`src/rtl/mvb_poll_scheduler.sv`:
```
// mvb_poll_scheduler
// Once per basic period, walks the poll table and issues one master frame per
// valid entry to the MVB encoder. After each frame it waits for the slave
// reply, or for a reply timeout, before it moves on to the next entry.
//
// state      | meaning
// -----------+-----------------------------------------------------------
// IDLE       | waiting for a period tick
// LOAD       | latch table entry at cur_index; write it now if FIFO has room
// PUSH       | entry latched, FIFO full; write as soon as it drains
// SETTLE     | let the FIFO write reach the encoder read side
// SEND       | issue send_frame (visible next cycle)
// WAIT_TX    | encoder transmitting, waiting for frame_over
// WAIT_REPLY | waiting for slave frame or reply timeout
// NEXT       | advance index or finish the poll cycle
//
// Every output is a register, so a pulse shows up the cycle after the state
// that decides it. The counter compare values below allow for that one-cycle
// delay.
module mvb_poll_scheduler #(
  parameter int ENTRIES       = 16,
  parameter int PERIOD_CYC    = 24000,
  parameter int REPLY_TIMEOUT = 1024,
  parameter int FIFO_SETTLE   = 4
) (
  input  logic                        clk_24M,
  input  logic                        rst,
  input  logic                        enable,
  input  logic                        tbl_we,
  input  logic [$clog2(ENTRIES)-1:0]  tbl_addr,
  input  logic [17:0]                 tbl_wdata,
  input  logic [$clog2(ENTRIES):0]    list_len,
  input  logic                        fifo_full,
  input  logic                        frame_over,
  input  logic                        decode_frame_over,
  output logic                        fifo_write_en,
  output logic [15:0]                 fifo_data,
  output logic                        send_frame,
  output logic                        M_frame,
  output logic                        S_frame,
  output logic [6:0]                  frame_length,
  output logic                        busy,
  output logic [$clog2(ENTRIES)-1:0]  cur_index,
  output logic                        reply_ok,
  output logic                        reply_timeout,
  output logic [7:0]                  timeout_cnt,
  output logic                        cycle_done,
  output logic                        overrun
);

  localparam int IW = $clog2(ENTRIES);
  localparam int PW = (PERIOD_CYC > 1) ? $clog2(PERIOD_CYC) : 1;
  localparam int RW = (REPLY_TIMEOUT > 2) ? $clog2(REPLY_TIMEOUT) : 1;
  localparam int SW = $clog2(FIFO_SETTLE + 1);

  localparam logic [PW-1:0] PERIOD_LAST = PW'(PERIOD_CYC - 1);
  // Compare one below the nominal terminal count, so the registered
  // reply_timeout pulse lands exactly REPLY_TIMEOUT cycles after frame_over.
  localparam logic [RW-1:0] REPLY_LAST  = RW'(REPLY_TIMEOUT - 2);
  localparam logic [SW-1:0] SETTLE_LAST = SW'(FIFO_SETTLE - 1);

  typedef enum logic [2:0] {
    S_IDLE,
    S_LOAD,
    S_PUSH,
    S_SETTLE,
    S_SEND,
    S_WAIT_TX,
    S_WAIT_REPLY,
    S_NEXT
  } state_t;

  state_t              state;
  logic [PW-1:0]       period_cnt;
  logic                tick;
  logic [RW-1:0]       reply_cnt;
  logic [SW-1:0]       settle_cnt;
  logic [15:0]         cur_word;
  logic                cur_reply;
  logic [IW:0]         next_index;
  logic                last_entry;

  logic [15:0]         tbl_word [ENTRIES];
  logic [ENTRIES-1:0]  tbl_reply;
  logic [ENTRIES-1:0]  tbl_valid;

  assign S_frame      = 1'b0;
  assign frame_length = 7'd1;

  assign tick       = (period_cnt == PERIOD_LAST);
  assign next_index = {1'b0, cur_index} + (IW+1)'(1);
  // ">=" rather than "==" so that shrinking list_len mid-cycle still ends the walk
  assign last_entry = (next_index >= list_len);

  // Basic period timer: free-runs while enabled, parked at zero otherwise.
  always_ff @(posedge clk_24M) begin
    if (rst || !enable) begin
      period_cnt <= '0;
    end else if (tick) begin
      period_cnt <= '0;
    end else begin
      period_cnt <= period_cnt + PW'(1);
    end
  end

  // Valid bits are reset so a reset leaves an empty table.
  always_ff @(posedge clk_24M) begin
    if (rst) begin
      tbl_valid <= '0;
    end else if (tbl_we) begin
      tbl_valid[tbl_addr] <= tbl_wdata[17];
    end
  end

  // Entry payload storage; only meaningful once its valid bit is set.
  always_ff @(posedge clk_24M) begin
    if (tbl_we) begin
      tbl_word[tbl_addr]  <= tbl_wdata[15:0];
      tbl_reply[tbl_addr] <= tbl_wdata[16];
    end
  end

  // Poll sequencer with registered encoder handshake and status outputs.
  always_ff @(posedge clk_24M) begin
    if (rst) begin
      state         <= S_IDLE;
      fifo_write_en <= 1'b0;
      fifo_data     <= '0;
      send_frame    <= 1'b0;
      M_frame       <= 1'b0;
      busy          <= 1'b0;
      cur_index     <= '0;
      reply_ok      <= 1'b0;
      reply_timeout <= 1'b0;
      timeout_cnt   <= '0;
      cycle_done    <= 1'b0;
      overrun       <= 1'b0;
      reply_cnt     <= '0;
      settle_cnt    <= '0;
      cur_word      <= '0;
      cur_reply     <= 1'b0;
    end else begin
      fifo_write_en <= 1'b0;
      send_frame    <= 1'b0;
      reply_ok      <= 1'b0;
      reply_timeout <= 1'b0;
      cycle_done    <= 1'b0;

      if (tick && (state != S_IDLE)) begin
        overrun <= 1'b1;
      end

      case (state)
        S_IDLE: begin
          if (tick) begin
            cur_index <= '0;
            if (list_len == '0) begin
              cycle_done <= 1'b1;
            end else begin
              busy  <= 1'b1;
              state <= S_LOAD;
            end
          end
        end

        S_LOAD: begin
          cur_word  <= tbl_word[cur_index];
          cur_reply <= tbl_reply[cur_index];
          if (!tbl_valid[cur_index]) begin
            state <= S_NEXT;
          end else if (fifo_full) begin
            state <= S_PUSH;
          end else begin
            fifo_write_en <= 1'b1;
            fifo_data     <= tbl_word[cur_index];
            settle_cnt    <= '0;
            state         <= S_SETTLE;
          end
        end

        S_PUSH: begin
          if (!fifo_full) begin
            fifo_write_en <= 1'b1;
            fifo_data     <= cur_word;
            settle_cnt    <= '0;
            state         <= S_SETTLE;
          end
        end

        S_SETTLE: begin
          if (settle_cnt == SETTLE_LAST) begin
            state <= S_SEND;
          end else begin
            settle_cnt <= settle_cnt + SW'(1);
          end
        end

        S_SEND: begin
          send_frame <= 1'b1;
          M_frame    <= 1'b1;
          state      <= S_WAIT_TX;
        end

        S_WAIT_TX: begin
          // A frame_over level left over from the previous frame can still be
          // high while the encoder sees send_frame, so ignore that one cycle.
          if (frame_over && !send_frame) begin
            M_frame <= 1'b0;
            if (cur_reply) begin
              reply_cnt <= '0;
              state     <= S_WAIT_REPLY;
            end else begin
              state <= S_NEXT;
            end
          end
        end

        S_WAIT_REPLY: begin
          if (decode_frame_over) begin
            reply_ok <= 1'b1;
            state    <= S_NEXT;
          end else if (reply_cnt == REPLY_LAST) begin
            reply_timeout <= 1'b1;
            if (timeout_cnt != 8'hFF) begin
              timeout_cnt <= timeout_cnt + 8'd1;
            end
            state <= S_NEXT;
          end else begin
            reply_cnt <= reply_cnt + RW'(1);
          end
        end

        S_NEXT: begin
          if (last_entry || !enable) begin
            cycle_done <= 1'b1;
            busy       <= 1'b0;
            state      <= S_IDLE;
          end else begin
            cur_index <= cur_index + IW'(1);
            state     <= S_LOAD;
          end
        end

        default: state <= S_IDLE;
      endcase
    end
  end

endmodule

```
`config.mk`:
```
export PLATFORM = sky130hd
export DESIGN_NAME = mvb_poll_scheduler
export DESIGN_NICKNAME = d
export VERILOG_FILES = /design/src/rtl/mvb_poll_scheduler.sv
export SDC_FILE = /design/constraint.sdc
export NUM_CORES = 1
export LEC_CHECK = 0
export CELL_PAD_IN_SITES_DETAIL_PLACEMENT = 0
export CELL_PAD_IN_SITES_GLOBAL_PLACEMENT = 2
export CORE_MARGIN = 3
export CORE_UTILIZATION = 34
export DETAILED_ROUTE_END_ITERATION = 8
export PLACE_DENSITY = 0.66
export REMOVE_ABC_BUFFERS = 1
export SETUP_SLACK_MARGIN = 0.3
export SYNTH_ARGS = -nofsm -noshare
export SYNTH_HDL_FRONTEND = slang
export SYNTH_SLANG_ARGS = --single-unit
```
`constraint.sdc`:
```
create_clock -name clk_24M -period 7.69 [get_ports clk_24M]
set_input_delay 1.9225 -clock clk_24M [delete_from_list [all_inputs] [get_ports clk_24M]]
set_output_delay 1.9225 -clock clk_24M [all_outputs]
set_load 0.005 [all_outputs]
```
==> flow_summary.ini <==
[global_routing]
overflow = 0
grt_pass1_vias = 8418
grt_pass1_wl_um = 51700
grt_max_degree = 50
antenna_found_initial = 1
grt.total_usage = 0.144

[clock_tree]
htree_levels = 2
cts_sinks = 376
hold_buffers = 0
root_buffer = clkbuf_16
clock_latency_ns = 0.56
cts_tree = done
ctsResizeCount = 0
cts_setup_buffers = 0
numCtsBuffers = 43
path_clk_slew_ns = 0.05
cts_buffer_depth = 3

[worst_setup_path]
reg2reg_depth = 7
r2r-end = fifo_data[15]
crit_cells = 1
critPathLaunch = cur_index[0]
end_kind = output port
crit_fanout = 11
cpLargestDelayFamily = flip-flops
crit_path_start_kind = flop
critPathBufInv = 1
critical_path.max_stage_delay_ns = 0.74
cp_cell_sequence = clkdlybuf4s50_1
required_ns = 5.77
arrival_ns = 1.93
crit_end = cur_index[0]
slowest_stage = dfxtp_1
reg2reg_slack_ns = 4.35
path_class = reg -> out

[sta]
finalSetupViolCount = 0
timing.fmax_mhz = 259
hold_violations = 0
period_needed_ns = 3.86
tightest_slew_ns = 1.17
timing.final.crit_share = 0.501
drv_slew = 0
fin_worst_skew_ns = 0.00967
maxSlewHeadroom = 0.220
setup_tns_ns = 0
grt_setup_unrepaired = false

[power_and_ir_drop]
leakagePower_uw = 0.00552
vdd_drop_max_uv = 167
p_per_area_mw_per_mm2 = 259

[yosys]
netlist_instances = 1028
synth.distinct_cells = 55
synthArstFlopShare = 0
ys.warnings.count = 0
synthTopCellsByCount = edfxtp_1, dfxtp_1, nor2_1
syn_area_sq_mm = 0.0151
avgSynthCellArea_sq_um = 14.7
synth-seq-cells = 376
yosysTopAreaCell = edfxtp_1
synth.top_cells.by_area = edfxtp_1, dfxtp_1, mux4_2
seq_area_frac_synth = 0.678
synth_most_common_cell = edfxtp_1
synth-main-ff-cell = edfxtp_1
synth_enable_flop_cells = 272
synth.top_cell.area_share = 0.541

[routing]
wirelength_um = 33900
drcViolationCount = 0
drt-pass1-iter-count = 4
vias_per_cell = 4.94
ant_nets = 0
drtIter0Drc = 628
wl_per_cell_um = 19.7
vias = 8491

[final_layout]
finish.instance_area_sq_mm = 0.0177
drive_above_1_share = 0.144
fill_cells = 4063
area_growth_syn_to_layout_pct = 17.2
diodes = 0
nets = 1146

[placed_design]
port_buffers = 69
dp_hpwl_um = 21000
gp_congestion = 0.739
dpl-instance-area_sq_mm = 0.0164

[flow_run]
cap_violations = 0

[outcome]
status = completed

[worst_hold_path]
min_from = period_cnt[0]
hp-class = reg -> reg

[floorplan]
ios = 78
die_y_um = 217
die_x_um = 217
start_util = 0.348
core.rowCount = 76
coreArea_sq_mm = 0.0435
die_area_sq_mm = 0.0470
final cells by class:
cell class,instances,area (sq um),area share
tap,585,732,0.0413
inverter,13,48.8,0.00276
timing repair buffer,84,798,0.0451
multi-input combinational,582,4570,0.258
clock inverter,21,155,0.00876
clock buffer,59,1150,0.0647
sequential,376,10300,0.579
flip-flops by register name, indices dropped and copies added, names as in the netlist, 3 cells and up, named ones only:
name and cells:
timeout_cnt 8, period_cnt 15, cur_word 16, tbl_reply 16
settle_cnt 3, fifo_data 16, reply_cnt 10, tbl_word 256
tbl_valid 16, cur_index 4, state 3
worst min path at each step:
| stage | end | slack, ns | cells past startpoint |
|---|---|---|---|
| after global routing | period_cnt[0] | 0.50 | 1 |
| after floorplan | period_cnt[0] | 0.43 | 1 |
| after CTS | period_cnt[0] | 0.46 | 1 |
| after detailed placement | period_cnt[0] | 0.45 | 1 |
| after global placement | period_cnt[0] | 0.45 | 1 |
| final | period_cnt[0] | 0.45 | 1 |
through the flow:
step | utilization | instances | setup slack [ns] | hold WS, ns | power, uW
5_1_grt | 0.407 | 1720 | 3.73 | 0.498 | 4780
6_report | 0.407 | 1720 | 3.83 | 0.452 | 4580
3_5_place_dp | 0.377 | 1640 | 3.30 | 0.447 | 2740
4_1_cts | 0.407 | 1720 | 3.78 | 0.460 | 4650
3_3_place_gp | 0.377 | 1640 | 3.34 | 0.446 | 2730
2_1_floorplan | - | 971 | 3.49 | 0.426 | 2570
metal layers:
layer  routed length, um  up-vias  track usage  part of all wire
met5                   0        -            0                 0
met4                 693        0       0.0462             0.020
met3                1540       49       0.0247             0.045
met2               15400      161        0.222              0.45
met1               16300     4233        0.209              0.48
li1                    -     4048            -                 -
cells by family after synthesis:
kind of cell               count (synthesis)  share of synthesized area
AOI/OAI and AO/OA                        156                     0.0724
xor gates and xnor gates                  27                     0.0157
adders and majority gates                 12                    0.00994
buffers and inverters                     76                     0.0243
DFF                                      376                      0.678
muxes                                    115                      0.116
other                                      2                   0.000497
and+or+nand+nor                          264                     0.0827
power by group:
group	internal, uW	switching, uW	total (uW)
Sequential	2260	56.3	2320
Clock	1090	804	1890
Combinational	153	221	373
layout by cell type (no fill, tap or decap), types with 10 or more instances in the layout:
cell	instances
o22ai_2	10
xor2_1	12
clkbuf_16	43
o21ai_0	22
xnor2_1	15
dfxtp_1	102
a41oi_1	13
buf_4	15
a22o_1	13
nand2_1	61
a21oi_1	47
a22oi_1	13
nor3_1	12
ha_1	12
clkbuf_1	15
clkdlybuf4s50_1	68
nand3_1	17
a211oi_1	17
mux2i_1	66
nor2_2	14
mux4_2	48
edfxtp_1	272
clkinv_2	10
nor2_1	84
nand2b_1	23
inv_1	11
Power figures use the tool's default switching activity.
